[config.mk]
export PLATFORM = sky130hd
export DESIGN_NAME = seq_alu
export DESIGN_NICKNAME = d
export VERILOG_FILES = /design/src/rtl/seq_alu.sv
export SDC_FILE = /design/constraint.sdc
export NUM_CORES = 1
export LEC_CHECK = 0
export CORE_ASPECT_RATIO = 0.5
export CORE_UTILIZATION = 35
export DETAILED_ROUTE_END_ITERATION = 7
export GPL_TIMING_DRIVEN = 0
export MAX_ROUTING_LAYER = met4
export PLACE_DENSITY = 0.53
export SKIP_LAST_GASP = 1
export SLEW_MARGIN = 10
export SYNTH_ARGS = -nofsm -noshare
export SYNTH_HDL_FRONTEND = slang
export SYNTH_SLANG_ARGS = --single-unit
[constraint.sdc]
create_clock -name clk -period 3.6 [get_ports clk]
set_input_delay 0.9 -clock clk [delete_from_list [all_inputs] [get_ports clk]]
set_output_delay 0.9 -clock clk [all_outputs]
set_load 0.05 [all_outputs]
[src/rtl/seq_alu.sv]
// Sequential ALU: single-cycle logic/arith ops, iterative shift-add MUL and restoring DIV.
// Latency: 1 cycle for single-cycle ops (incl. DIV by zero), W+1 cycles for MUL/DIV.
// Backpressure: result and flags hold in DONE until out_ready; no new command until IDLE.
// Optional feature: define SEQ_ALU_ROTATE_EN to build the ROL/ROR rotators (opcodes E/F).
module seq_alu #(
    parameter int W = 8
) (
    input  logic             clk,
    input  logic             rst,
    input  logic             in_valid,
    output logic             in_ready,
    input  logic [3:0]       opco,
    input  logic [W-1:0]     a,
    input  logic [W-1:0]     b,
    output logic             out_valid,
    input  logic             out_ready,
    output logic [2*W-1:0]   result,
    output logic             carryflag,
    output logic             zeroflag,
    output logic             errflag,
    output logic             busy
);

    localparam int SW = $clog2(W);

    localparam logic [3:0] OP_NOP  = 4'h0;
    localparam logic [3:0] OP_ADD  = 4'h1;
    localparam logic [3:0] OP_SUB  = 4'h2;
    localparam logic [3:0] OP_MUL  = 4'h3;
    localparam logic [3:0] OP_DIV  = 4'h4;
    localparam logic [3:0] OP_AND  = 4'h5;
    localparam logic [3:0] OP_OR   = 4'h6;
    localparam logic [3:0] OP_NOT  = 4'h7;
    localparam logic [3:0] OP_NAND = 4'h8;
    localparam logic [3:0] OP_NOR  = 4'h9;
    localparam logic [3:0] OP_XOR  = 4'hA;
    localparam logic [3:0] OP_CMP  = 4'hB;
    localparam logic [3:0] OP_SHL  = 4'hC;
    localparam logic [3:0] OP_SHR  = 4'hD;
    localparam logic [3:0] OP_ROL  = 4'hE;
    localparam logic [3:0] OP_ROR  = 4'hF;

    typedef enum logic [1:0] {IDLE, BUSY, DONE} state_t;

    state_t state, state_nx;

    // Iterative datapath state: MUL uses acc/mcand/mplier, DIV uses rem/quo/dvs.
    logic [SW-1:0]  cnt;
    logic           is_div;
    logic [2*W-1:0] acc;
    logic [2*W-1:0] mcand;
    logic [W-1:0]   mplier;
    logic [W-1:0]   rem;
    logic [W-1:0]   quo;
    logic [W-1:0]   dvs;

    logic           accept;
    logic           multi;
    logic           last_step;

    // Single-cycle ALU outputs, computed straight from the command inputs.
    logic [2*W-1:0] alu_res;
    logic           alu_c;
    logic           alu_e;
    logic [W:0]     sum;
    logic [SW-1:0]  sh;
    logic [2*W-1:0] rot2;

    // One iteration of the shift-add multiplier and restoring divider.
    logic [2*W-1:0] mul_nx;
    logic [W:0]     div_sh;
    logic [W-1:0]   rem_nx;
    logic [W-1:0]   quo_nx;
    logic [2*W-1:0] fin_res;

    assign accept    = in_valid && (state == IDLE);
    assign multi     = (opco == OP_MUL) || ((opco == OP_DIV) && (b != '0));
    assign last_step = (state == BUSY) && (cnt == SW'(W - 1));
    assign sum       = {1'b0, a} + {1'b0, b};
    assign sh        = b[SW-1:0];

    // State register.
    always_ff @(posedge clk) begin
        if (rst) begin
            state <= IDLE;
        end else begin
            state <= state_nx;
        end
    end

    // Next-state and handshake outputs.
    always_comb begin
        state_nx  = state;
        in_ready  = 1'b0;
        busy      = 1'b0;
        out_valid = 1'b0;
        case (state)
            IDLE: begin
                in_ready = 1'b1;
                if (accept) begin
                    state_nx = multi ? BUSY : DONE;
                end
            end
            BUSY: begin
                busy = 1'b1;
                if (last_step) begin
                    state_nx = DONE;
                end
            end
            DONE: begin
                out_valid = 1'b1;
                if (out_ready) begin
                    state_nx = IDLE;
                end
            end
            default: state_nx = IDLE;
        endcase
    end

    // Single-cycle operations; W-bit results are zero-extended to 2W.
    always_comb begin
        alu_res = '0;
        alu_c   = 1'b0;
        alu_e   = 1'b0;
        rot2    = '0;
        case (opco)
            OP_ADD: begin
                alu_res = {{W{1'b0}}, sum[W-1:0]};
                alu_c   = sum[W];
            end
            OP_SUB: begin
                alu_res = {{W{1'b0}}, a - b};
                alu_c   = (a < b);
            end
            OP_DIV: begin
                // Only reaches here with b==0: quotient saturates, remainder is the dividend.
                alu_res = {a, {W{1'b1}}};
                alu_e   = 1'b1;
            end
            OP_AND:  alu_res = {{W{1'b0}}, a & b};
            OP_OR:   alu_res = {{W{1'b0}}, a | b};
            OP_NOT:  alu_res = {{W{1'b0}}, ~a};
            OP_NAND: alu_res = {{W{1'b0}}, ~(a & b)};
            OP_NOR:  alu_res = {{W{1'b0}}, ~(a | b)};
            OP_XOR:  alu_res = {{W{1'b0}}, a ^ b};
            OP_CMP: begin
                alu_res = {{(2*W-2){1'b0}}, (a > b), (a < b)};
                alu_c   = (a < b);
            end
            OP_SHL:  alu_res = {{W{1'b0}}, a << sh};
            OP_SHR:  alu_res = {{W{1'b0}}, a >> sh};
`ifdef SEQ_ALU_ROTATE_EN
            OP_ROL: begin
                rot2    = {a, a} << sh;
                alu_res = {{W{1'b0}}, rot2[2*W-1:W]};
            end
            OP_ROR: begin
                rot2    = {a, a} >> sh;
                alu_res = {{W{1'b0}}, rot2[W-1:0]};
            end
`else
            OP_ROL, OP_ROR: begin
                alu_res = '0;
                alu_e   = 1'b1;
            end
`endif
            default: alu_res = '0;
        endcase
    end

    // One multiplier/divider step, plus the final result on the last step.
    always_comb begin
        mul_nx = mplier[0] ? (acc + mcand) : acc;
        div_sh = {rem, quo[W-1]};
        rem_nx = div_sh[W-1:0];
        quo_nx = {quo[W-2:0], 1'b0};
        if (div_sh >= {1'b0, dvs}) begin
            rem_nx = W'(div_sh - {1'b0, dvs});
            quo_nx = {quo[W-2:0], 1'b1};
        end
        fin_res = is_div ? {rem_nx, quo_nx} : mul_nx;
    end

    // Datapath and status registers; everything holds while waiting in DONE.
    always_ff @(posedge clk) begin
        if (rst) begin
            result    <= '0;
            carryflag <= 1'b0;
            zeroflag  <= 1'b0;
            errflag   <= 1'b0;
            cnt       <= '0;
            is_div    <= 1'b0;
            acc       <= '0;
            mcand     <= '0;
            mplier    <= '0;
            rem       <= '0;
            quo       <= '0;
            dvs       <= '0;
        end else if (accept) begin
            if (multi) begin
                cnt    <= '0;
                is_div <= (opco == OP_DIV);
                acc    <= '0;
                mcand  <= {{W{1'b0}}, a};
                mplier <= b;
                rem    <= '0;
                quo    <= a;
                dvs    <= b;
            end else if (opco == OP_NOP) begin
                carryflag <= 1'b0;
                zeroflag  <= 1'b1;
                errflag   <= 1'b0;
            end else begin
                result    <= alu_res;
                carryflag <= alu_c;
                zeroflag  <= (alu_res == '0);
                errflag   <= alu_e;
            end
        end else if (state == BUSY) begin
            cnt    <= cnt + 1'b1;
            acc    <= mul_nx;
            mcand  <= mcand << 1;
            mplier <= mplier >> 1;
            rem    <= rem_nx;
            quo    <= quo_nx;
            if (last_step) begin
                result    <= fin_res;
                carryflag <= is_div ? 1'b0 : (mul_nx[2*W-1:W] != '0);
                zeroflag  <= (fin_res == '0);
                errflag   <= 1'b0;
            end
        end
    end

endmodule

After elaboration in Yosys (flattened, before gate mapping)
Index checks and enable logic that the tools add are counted. Widths: inputs -> output; s select.

Memories: 0. Memory bits (writable): 0. Bits in read-only memories: 0. Flip-flop bits (word level): 89. Logic and storage cells: 126. Output and inout port bits: 22. Input bits: 24. Bits in latches: 0.

Reduce and logical (&&, ||, !) cells: 19. Muxes and demuxes: 54. Shift-type cells: 2. Bitwise operators: 6. Add/subtract/negate cells: 5. Div/mod/pow operators: 0. $lt $le $gt $ge: 3. Equality and inequality tests: 24. Multiply operators: 0.

Operators with widths (count): $mux 16 (13); $pmux 16 s12 (1); $mux 8 (10); $eq 4x4->1 const B (8); $logic_not 16->1 (2); $not 8->8 (3); $mux 1 (21); $add 16x16->16 (1); $eq 4x3->1 const B (4); $reduce_bool 8->1 (2); $sub 8x8->8 (2); $ne 2x2->1 const B (5); $add 8x8->9 (1); $ge 9x8->1 (1); $mux 3 (3); $and 8x8->8 (1); $eq 4x2->1 const B (2); $gt 8x8->1 (1); $lt 8x8->1 (1); $mux 2 (4); $or 8x8->8 (1); $shl 8x3->8 (1); $shr 8x3->8 (1); $xor 8x8->8 (1); other kinds (18) (23).

Longest topological paths before layout
Gate-level depths: netlist of run 1.

Word-level depth: 7. Gate-level depth with buffers: 13. Gate-level depth less buffers: 12.

Worst setup path after synthesis of run 1
No wires, ideal clock.

Path type: input to register. Start: input port b[0]. End: register zeroflag. Path buffers: 3. Arrival: 3.241 ns. Slack: 0.263 ns. Cell stages on the path: 13. Required time: 3.504 ns. Library setup time: 0.096 ns. Cell sequence: buf_2 > buf_2 > clkbuf_1 > inv_1 > ha_1 > nor2b_1 > a22oi_1 > o22ai_1 > nor4_1 > o2111ai_1 > nor4_1 > a41oi_1 > o41ai_2.

Word-level cells in the longest chain between the ends: 7. Elaborated cells on any way between the ends: 21. Those cells by class: add/sub (2); order compare (2); eq/ne (1); shift (2); mux (4); bitwise (5); reduce/logical (5).

RTL lines: start: declaration (RTL line 14) `input logic [W-1:0] b,`; parallel branches: the longest is 7 deep, another holds $sub 8x8->8; end signal: assignment (RTL line 216) `zeroflag <= (alu_res == '0);`; end signal: assignment (RTL line 229) `zeroflag <= (fin_res == '0);`; end: declaration (RTL line 19) `output logic zeroflag,`.

Parallel ways; which one is timed is not known. The select of a mux whose other input is x is not followed. A chain may end at the register's enable or synchronous reset.

Worst setup path in the final report of run 1
Start: input port b[4]. End: register zeroflag.

The elaborated chain is that of the path after synthesis.

==> summary.txt, run 1 <==
Clock sink count -> 89
Fill cells -> 2,168
Nets -> 1,127
Clk_lat worst skew -> 360 ps
Worst-path clk slew -> 70 ps
CTS root buf -> clkbuf_16
Row cnt -> 37
CP top delay family -> simple AND/OR/NAND/NOR gates
Max Slew Vio Count -> 0
Fin util -> 0.4225
Drt initial violations -> 767
Largest net degree at the start of global routing -> 16
Core area -> 20,550 um^2
CTS max path bufs -> 2
Commonest non-fill, non-tap cell in the layout -> nand2_1
First-pass GRT wire length -> 44.54 mm
Gr usage total -> 0.2799
Final period utilization -> 0.9857
Vias per cell -> 5.949
Die area -> 21,620 um^2
Syn_nets -> 1,073
Failing checks -> design-rule violations
Hold_buf cts -> 0
Slew @ Worst Pin -> 1054 ps
Critical path's largest stage delay -> 610 ps
RSZ-0062 raised after global routing -> true
Layout cell share with drive strength beyond 1 -> 0.09221
Crit-path cells -> clkdlybuf4s50_1 > or4_1 > o31ai_2 > a32oi_4 > a21oi_2 > or4b_1 > nor4_1 > nand4b_1 > o41ai_2
Post-DRT Antenna Nets -> 0
Yosys warns -> 0
Post-synthesis sequential element count -> 89
Met2 wire length -> 12.96 mm
Routed WL -> 28.99 mm
MaxCap Viol Count -> 0
IO Port Bufs -> 42
Gpl congestion -> 0.9644
Mapped cell area -> 7350 um^2
Maximum net fanout on the critical path -> 6
Syn Area/Cell -> 7.401 um^2
CP Data Arrival Time -> 3820 ps
Max Fclk -> 281.8 MHz
Static leakage -> 0.003271 uW
Final HPWL DP -> 22.02 mm
Worst setup EP type -> register
VDD IR-drop max -> 0.1892 mV
Routed met1 length -> 13.46 mm
Crit-path slowest cell -> or4_1
Power density over the cells -> 318.3 nW/um^2
Required time of the critical path -> 3870 ps
Htree depth -> 3
Vias -> 7,883
Hold Vio Cnt, Final -> 0
Total placed cells including tap cells -> 1,308
Vias in the first global route -> 7,446
Initial antenna violation count -> 0
Worst Skew -> 8.524 ps
Post-Layout Cell Count -> 1,325
Max-slew headroom -> 0.2872
Status -> finished, violations left
CP Buf/Inv Count -> 1
CTS tree -> yes
Worst Hold Class -> reg -> reg
Fin Hold WS -> 455.1 ps
EDFF count, synth -> 0
Commonest non-fill, non-tap cells in the layout -> 136 x nand2_1, 93 x nor2_1, 91 x a21oi_1, 89 x dfxtp_1, 48 x ha_1
Highest routed layer -> met4
Post-synth ARST share -> 0
Post-synthesis sequential area ratio -> 0.2424
Initial core utilization -> 0.3576
Area leader, netlist -> dfxtp_1
TritonRoute pass-1 iters -> 8
Setup TNS -> 0 ps
CP Launch Type -> primary input
Die H -> 104.5 um
GRT overflow -> 0
Synth cell types -> 76
CTS buffer count -> 9
Tmin final -> 3549 ps
Synth area leaders -> dfxtp_1 24%, ha_1 8.9%, nand2_1 7.0%, a21oi_1 6.3%, nor2_1 4.7%
Routed WL per cell -> 21.88 um
Mapped Cells -> 993
Top FF cell, synth -> dfxtp_1
Final setup fails -> 0
CP Class -> in -> reg
Total power -> 2764 uW
Layout area overhead -> 18.16%
Ant. Diodes -> 0
Post-synth top area share -> 0.2424
Detail Route met3 WL -> 2.071 mm
Residual DRC -> 1
# IOs -> 46
Chip width -> 206.9 um
final timing paths:
check | to | slack, ps | cells after the start | from
worst max-delay path | zeroflag | 50 | 9 | b[4]
worst min-delay path | mplier[7] | 460 | 2 | mplier[7]
worst max register to register | zeroflag | 180 | 10 | quo[7]
worst min register to register | mplier[7] | 460 | 2 | mplier[7]
metrics by stage:
step | area (um^2) | setup WS [ps]
final | 8685 | 51.43
after global routing | 8685 | -148.7
after CTS | 8574 | -125.7
after detailed placement | 8118 | -1489
after global placement | 8112 | -1475
after floorplan | 7350 | 263.0
layout make-up:
class	instances	area, um^2	share of cell area
Buffer	74	390.4	0.04495
Clock buffer	11	242.7	0.02795
Clock inverter	5	40.04	0.004610
Inverter	44	171.4	0.01974
Multi-Input combinational cell	783	5271	0.6070
Sequential cell	89	1782	0.2052
Tap cell	273	341.6	0.03933
Timing Repair Buffer	46	445.4	0.05129
Yosys cell counts (all sizes together) (8+ instances only):
library cell and number:
nor3 21, a21o 12, nor2 93, a22oi 9, nand2b 14, ha 52
and3 8, clkbuf 68, mux2i 20, inv 44, a311oi 15, xnor2 8
a211oi 20, nand3 33, or3 10, buf 9, dfxtp 89, a221oi 11
nand2 137, o211ai 9, a31oi 25, xor2 8, o21ai 46, nor2b 15
a21oi 93
metal layers:
layer | up-vias | global-route usage
met5 | - | -
met4 | 0 | 0.06204
li1 | 3741 | -
met1 | 3826 | 0.3817
met3 | 44 | 0.05670
met2 | 272 | 0.4229
worst reg2reg max path, stage by stage (launching register included):
cell       delay [ps]
dfxtp_1           400
inv_1              70
ha_1              320
nand2b_1          150
a2111oi_0         550
nand4b_1          300
nand2_1           240
mux2_2            370
a2111oi_0         460
o21ai_0           180
o41ai_2           280
state kept, by name (all words and copies together) (netlist names):
signal     count
acc           16
mcand         16
result        16
dvs            8
mplier         8
quo            8
rem            8
cnt            3
state          2
carryflag      1
errflag        1
is_div         1
zeroflag       1
power breakdown:
part	total [uW]	switching (uW)	internal, uW
Sequential	1040	24.6	1020
Clock	929	438	491
Combinational	792	515	278
Total	2760	978	1790
logic make-up after synthesis:
family                     after synthesis  share of synthesized area
and+or+nand+nor                        371                     0.2371
AOI/OAI and AO/OA                      308                     0.2831
buffers and inverters                  121                    0.06248
DFF                                     89                     0.2424
adders and majority gates               56                    0.09942
muxes                                   32                    0.05635
xor gates and xnor gates                16                    0.01907
timing repair:
item,in CTS,in global routing
cloned,0,0
setup endpoints to repair,51,76
buffers inserted,2,2
pin swaps,4,8
resized for setup,59,56
Note: power is estimated with default switching activity, not from simulation.
==> run 2, diff against run 1 <==
--- a/config.mk
+++ b/config.mk
@@ -7,10 +7,11 @@
 export LEC_CHECK = 0
 export CORE_ASPECT_RATIO = 0.5
 export CORE_UTILIZATION = 35
+export CTS_CLUSTER_SIZE = 16
 export DETAILED_ROUTE_END_ITERATION = 7
 export GPL_TIMING_DRIVEN = 0
 export MAX_ROUTING_LAYER = met4
-export PLACE_DENSITY = 0.53
+export PLACE_DENSITY = 0.54
 export SKIP_LAST_GASP = 1
 export SLEW_MARGIN = 10
 export SYNTH_ARGS = -nofsm -noshare
==> run 2 against run 1 <==
The run now ends clean. Worst setup slack worse by 10 ps. Sequential share of layout area down 0.12 points. Cell count rose by 0.15%. Hold slack better by 8.6 ps. First-iteration DRC count down 19%. Flip-flop and latch count unchanged. Clock power increased by 15%.
==> summary.txt, run 2 (same netlist as run 1, synthesis figures left out) <==
Status -> finished clean
Hold Vio Cnt, Final -> 0 (unchanged)
Ant. Diodes -> 0 (unchanged)
Clk_lat worst skew -> 350 ps (about the same)
Max-slew headroom -> 0.3986 (+0.1114)
CTS max path bufs -> 2 (unchanged)
Layout cell share with drive strength beyond 1 -> 0.09203 (-0.0001750)
R2R Path End -> zeroflag
Commonest non-fill, non-tap cell in the layout -> nand2_1
MaxCap Viol Count -> 0 (unchanged)
Post-Layout Cell Count -> 1,327 (+0.15%)
Reg2reg setup slack -> 130 ps (-50 ps)
Initial core utilization -> 0.3576 (unchanged)
CTS root buf -> clkbuf_16
CP Class -> in -> reg
TritonRoute pass-1 iters -> 7 (-1)
Total power -> 2889 uW (+4.5%)
Clock sink count -> 89 (unchanged)
Clock Power Share -> 0.369 (+0.033)
CP Data Arrival Time -> 3820 ps (about the same)
# IOs -> 46 (unchanged)
Die area -> 21,620 um^2 (unchanged)
Sequential share of power -> 0.361 (-0.016)
Hold_buf cts -> 0 (unchanged)
Power density over the cells -> 330.7 nW/um^2 (+3.9%)
Residual DRC -> 0 (-1)
Tmin final -> 3559 ps (+10.47 ps)
Final setup fails -> 0 (unchanged)
Max Slew Vio Count -> 0 (unchanged)
Chip width -> 206.9 um (unchanged)
Initial antenna violation count -> 0 (unchanged)
Final HPWL DP -> 21.78 mm (-1.1%)
Crit path launch -> opco[1]
Vias per cell -> 5.945 (about the same)
First-pass GRT wire length -> 44.15 mm (-0.88%)
CTS buffer count -> 9 (unchanged)
Maximum net fanout on the critical path -> 10 (+4)
GRT overflow -> 0 (unchanged)
Static leakage -> 0.003353 uW (+2.5%)
VDD IR-drop max -> 0.1878 mV (-0.69%)
Sw Ratio -> 0.3283 (-0.02538)
Slew @ Worst Pin -> 902.1 ps (-152.3 ps)
Max Fclk -> 281.0 MHz (-0.29%)
Gr usage total -> 0.2738 (-0.006116)
Final period utilization -> 0.9886 (+0.002909)
Core area -> 20,550 um^2 (unchanged)
Required time of the critical path -> 3860 ps (about the same)
Layout area overhead -> 18.88%
Worst setup EP type -> register
Total placed cells including tap cells -> 1,308 (unchanged)
Fill cells -> 2,141 (-1.2%)
Crit path to -> zeroflag
Die H -> 104.5 um (unchanged)
Worst Hold Class -> reg -> reg
IO Port Bufs -> 42 (unchanged)
Row cnt -> 37 (unchanged)
Comb pwr share -> 0.271 (-0.016)
RSZ-0062 raised after global routing -> true
Routed WL -> 28.29 mm (-2.4%)
CP Launch Type -> primary input
Biggest regs -> acc (16), mcand (16), result (16)
Nets -> 1,129 (+0.18%)
FF-to-FF Start -> quo[7]
Worst-path clk slew -> 70 ps (about the same)
Post-DRT Antenna Nets -> 0 (unchanged)
CTS tree -> yes
Largest net degree at the start of global routing -> 15 (-1)
Drt initial violations -> 624 (-19%)
R2R depth -> 10 (unchanged)
Pint -> 1941 uW (+8.6%)
Commonest non-fill, non-tap cells in the layout -> 137 x nand2_1, 93 x nor2_1, 90 x a21oi_1, 89 x dfxtp_1, 47 x ha_1
Worst Skew -> 7.797 ps (-0.7267 ps)
Gpl congestion -> 0.9264 (-3.9%)
Vias -> 7,889 (+0.076%)
Routed WL per cell -> 21.31 um (-2.6%)
Htree depth -> 3 (unchanged)
Vias in the first global route -> 7,542 (+1.3%)
Net switching power -> 948.7 uW (-3.0%)
[run 2: cell types whose count changed in the layout (fill, tap and decap cells not counted), moves of 2 or more]
cell             change
dlymetal6s2s_1       +5
clkdlybuf4s50_1      -4
clkbuf_2             +3
clkbuf_4             -3
clkbuf_8             +3
clkinvlp_4           -3
buf_6                +2
buf_8                -2
bufinv_16            +2
[run 2: how the worst min path moves through the flow]
stage                     startpoint         to  slack, ps  cells after the start
after CTS                     dvs[1]     dvs[1]        460                      2
after global placement        dvs[2]     dvs[2]        450                      2
final                      mplier[7]  mplier[7]        460                      2
after floorplan               dvs[1]     dvs[1]        440                      2
after global routing          cnt[2]     cnt[2]        500                      2
after detailed placement      dvs[1]     dvs[1]        450                      2
[run 2: area by class of cell]
type | instances | area, um^2 | area share
tap | 273 | 341.6 | 0.03909
clock inverter | 4 | 73.82 | 0.008449
clock buffer | 12 | 256.5 | 0.02936
buffer | 74 | 387.9 | 0.04439
inverter | 44 | 171.4 | 0.01962
timing repair buffer | 48 | 474.2 | 0.05427
sequential | 89 | 1782 | 0.2039
multi-input combinational | 783 | 5250 | 0.6009
[run 2: layer usage]
layer | GRT usage | wire length [um]
met3 | 0.04073 | 1836
met2 | 0.4167 | 12610
met4 | 0.08290 | 557
met1 | 0.3719 | 13280
met5 | - | 0
[run 2: worst max-delay path, cell delays in order]
cell,delay [ps]
clkbuf_1,330
clkbuf_1,450
clkbuf_2,340
buf_1,460
a21oi_1,170
nor4_2,410
o2111ai_1,200
nor4_2,270
a41oi_2,190
o41ai_2,80
[run 2: what timing repair did]
item	4_1_cts	5_1_grt
pin swaps	3	7
endpoints found under the setup margin	72	76
buffers inserted	2	4
resized for setup	64	42
[run 2: power groups by stage]
| stage | clock network (uW) | logic, uW | registers [uW] |
|---|---|---|---|
| 4_1_cts | 1080 | 759 | 1040 |
| 5_1_grt | 1120 | 839 | 1040 |
| 3_3_place_gp | 0 | 724 | 1060 |
| 2_1_floorplan | 0 | 407 | 1120 |
| 6_report | 1070 | 782 | 1040 |
| 3_5_place_dp | 0 | 724 | 1060 |
[run 2: per-stage QoR]
| stage | area [um^2] | hold WS [ps] | util | worst slack, ps | TNS, ps |
|---|---|---|---|---|---|
| 6_report | 8737 | 463.7 | 0.4251 | 40.96 | 0 |
| 3_3_place_gp | 8112 | 446.1 | 0.3946 | -1431 | -47840 |
| 3_5_place_dp | 8118 | 450.3 | 0.3949 | -1432 | -50080 |
| 4_1_cts | 8636 | 460.0 | 0.4201 | -54.16 | -54.16 |
| 2_1_floorplan | 7350 | 436.3 | - | 263.0 | 0 |
| 5_1_grt | 8737 | 495.7 | 0.4251 | -129.6 | -129.6 |
==> run 3, diff against run 2 <==
--- a/config.mk
+++ b/config.mk
@@ -6,6 +6,7 @@
 export NUM_CORES = 1
 export LEC_CHECK = 0
 export CORE_ASPECT_RATIO = 0.5
+export CORE_MARGIN = 10
 export CORE_UTILIZATION = 35
 export CTS_CLUSTER_SIZE = 16
 export DETAILED_ROUTE_END_ITERATION = 7
==> run 3 against run 2 <==
Flip-flop and latch count is the same. Sequential power hardly changed. Non-clock buffer count is 5 lower. Global-route usage shrank 6.3 points. Register-to-register slack better by 80 ps. Combinational power decreased by 1%. Hold slack got worse by 2.6 ps. Die area is 27% higher. Clock-buffer cell count did not move. Critical path type unchanged. Critical endpoint unchanged. Largest cell class unchanged. Largest power group is now sequential cells.
==> summary.txt, run 3 (same netlist as run 1, synthesis figures left out) <==
Core area -> 20,600 um^2 (+0.23%)
Vias per cell -> 6.000 (+0.93%)
VDD IR-drop max -> 0.1948 mV (+3.7%)
Crit-path slowest cell -> clkdlybuf4s50_1
CP top delay family -> buffers and inverters
Routed WL per cell -> 21.72 um (+1.9%)
# IOs -> 46 (unchanged)
Biggest regs -> acc (16), mcand (16), result (16)
Hold_buf cts -> 0 (unchanged)
Status -> finished clean
Static leakage -> 0.003256 uW (-2.9%)
Largest net degree at the start of global routing -> 15 (unchanged)
Max Slew Vio Count -> 0 (unchanged)
Ant. Diodes -> 0 (unchanged)
Crit-path cells -> clkdlybuf4s50_1 > clkbuf_8 > inv_2 > ha_4 > nand2b_1 > a21oi_1 > o21ai_0 > or3b_4 > a211o_1 > nor4_2 > a41oi_2 > o41ai_2
CTS buffer count -> 9 (unchanged)
TritonRoute pass-1 iters -> 6 (-1)
Hold Vio Cnt, Final -> 0 (unchanged)
CTS tree -> yes
Worst-path clk slew -> 70 ps (about the same)
Worst Hold Class -> reg -> reg
GRT overflow -> 0 (unchanged)
Fin Hold WS -> 461.0 ps (-2.629 ps)
Crit path launch -> b[2]
Power density over the cells -> 330.0 nW/um^2 (-0.21%)
RSZ-0062 raised after global routing -> true
Post-DRT Antenna Nets -> 0 (unchanged)
Gpl congestion -> 0.9287 (+0.25%)
Routed met1 length -> 13.59 mm (+2.3%)
Met2 wire length -> 13.02 mm (+3.3%)
Chip width -> 224.9 um (+8.7%)
Initial core utilization -> 0.3568 (-0.0008035)
Vias -> 7,932 (+0.55%)
CP Data Arrival Time -> 3820 ps (about the same)
Die area -> 27,550 um^2 (+27%)
Drt initial violations -> 827 (+33%)
CP Class -> in -> reg
Layout area overhead -> 17.86%
CP Launch Type -> primary input
Slew @ Worst Pin -> 965.6 ps (+63.47 ps)
Commonest non-fill, non-tap cell in the layout -> nand2_1
Worst slack, placed -> -1410 ps (+22.16 ps)
Commonest non-fill, non-tap cells in the layout -> 136 x nand2_1, 93 x nor2_1, 91 x a21oi_1, 89 x dfxtp_1, 48 x ha_1
Detail Route met3 WL -> 1.549 mm (-16%)
CP Buf/Inv Count -> 3 (-1)
Row cnt -> 37 (unchanged)
Worst hold start -> dvs[5]
Htree depth -> 3 (unchanged)
Required time of the critical path -> 3860 ps (about the same)
Final period utilization -> 0.9881 (about the same)
MaxCap Viol Count -> 0 (unchanged)
Residual DRC -> 0 (unchanged)
Worst Skew -> 9.506 ps (+1.709 ps)
Final HPWL DP -> 21.82 mm (+0.19%)
Clock sink count -> 89 (unchanged)
Highest routed layer -> met4
CTS root buf -> clkbuf_16
Tmin final -> 3557 ps (-1.863 ps)
Routed WL -> 28.72 mm (+1.5%)
Initial antenna violation count -> 0 (unchanged)
Gr usage total -> 0.2111 (-0.06270)
Max Fclk -> 281.1 MHz (about the same)
Critical path's largest stage delay -> 550 ps (+90 ps)
Nets -> 1,124 (-0.44%)
Worst setup margin -> 42.83 ps (+1.863 ps)
First-pass GRT wire length -> 44.77 mm (+1.4%)
IO Port Bufs -> 42 (unchanged)
Final setup fails -> 0 (unchanged)
Clk_lat worst skew -> 350 ps (about the same)
Worst setup EP type -> register
Maximum net fanout on the critical path -> 10 (unchanged)
Die H -> 122.5 um (+17%)
CTS max path bufs -> 2 (unchanged)
Vias in the first global route -> 7,635 (+1.2%)
Layout cell share with drive strength beyond 1 -> 0.08675 (-0.005281)
FF-to-FF Start -> quo[7]
Max-slew headroom -> 0.3563 (-0.04231)
Reg2reg setup slack -> 210 ps (+80 ps)
==> run 3: changes by cell type in the layout (fill, tap and decap cells not counted), sizes merged <==
cell           change
buf                -6
clkbuf             +1
clkinvlp           +1
dlygate4sd2        +1
clkdlybuf4s50      +5
clkinv             -1
dlymetal6s2s       -6
==> run 3: tightest hold or removal path: stages, from the launching register on <==
cell     delay [ps]
dfxtp_1         310
nand2_1          50
a21oi_1          50
==> run 3: through the flow <==
| stage | instances | total power (uW) | TNS, ps | util | area, um^2 |
|---|---|---|---|---|---|
| final | 1322 | 2859 | 0 | 0.4205 | 8662 |
| after global routing | 1322 | 2957 | -112.7 | 0.4205 | 8662 |
| after CTS | 1323 | 2832 | -382.6 | 0.4153 | 8556 |
| after detailed placement | 1308 | 1787 | -50340 | 0.3940 | 8118 |
| after global placement | 1308 | 1787 | -50420 | 0.3937 | 8112 |
| after floorplan | 993 | 1531 | 0 | - | 7350 |
==> run 3: path summary, 6_finish.rpt <==
kind | end | cells past startpoint
setup / recovery | zeroflag | 12
hold / removal | dvs[5] | 2
setup reg to reg | zeroflag | 10
hold reg to reg | dvs[5] | 2
==> run 3: final cells by class <==
class | count | area [um^2]
clock inverter | 4 | 76.32
tap | 273 | 341.6
sequential | 89 | 1782
clock buffer | 12 | 236.5
buffer | 73 | 366.6
timing repair buffer | 44 | 427.9
multi-input combinational | 783 | 5263
fill | 2146 | 11940
inverter | 44 | 168.9
==> run 3: layer usage <==
metal,GRT usage,up-vias
met5,-,-
met4,0.05867,0
met3,0.02833,48
met2,0.3350,252
met1,0.2774,3906
li1,-,3726
==> run 3: where the power goes <==
group / switching (uW) / total [uW] / internal, uW / leakage [uW]
clock: 429 / 1040 / 613 / 0.000147
sequential: 25.0 / 1040 / 1020 / 0.000722
combinational: 506 / 774 / 268 / 0.00239
total: 960 / 2860 / 1900 / 0.00326
==> run 3: timing repair <==
item,4_1_cts,5_1_grt
resized for setup,49,52
endpoints found under the setup margin,76,69
setup buffers,2,0
pin swaps,2,3
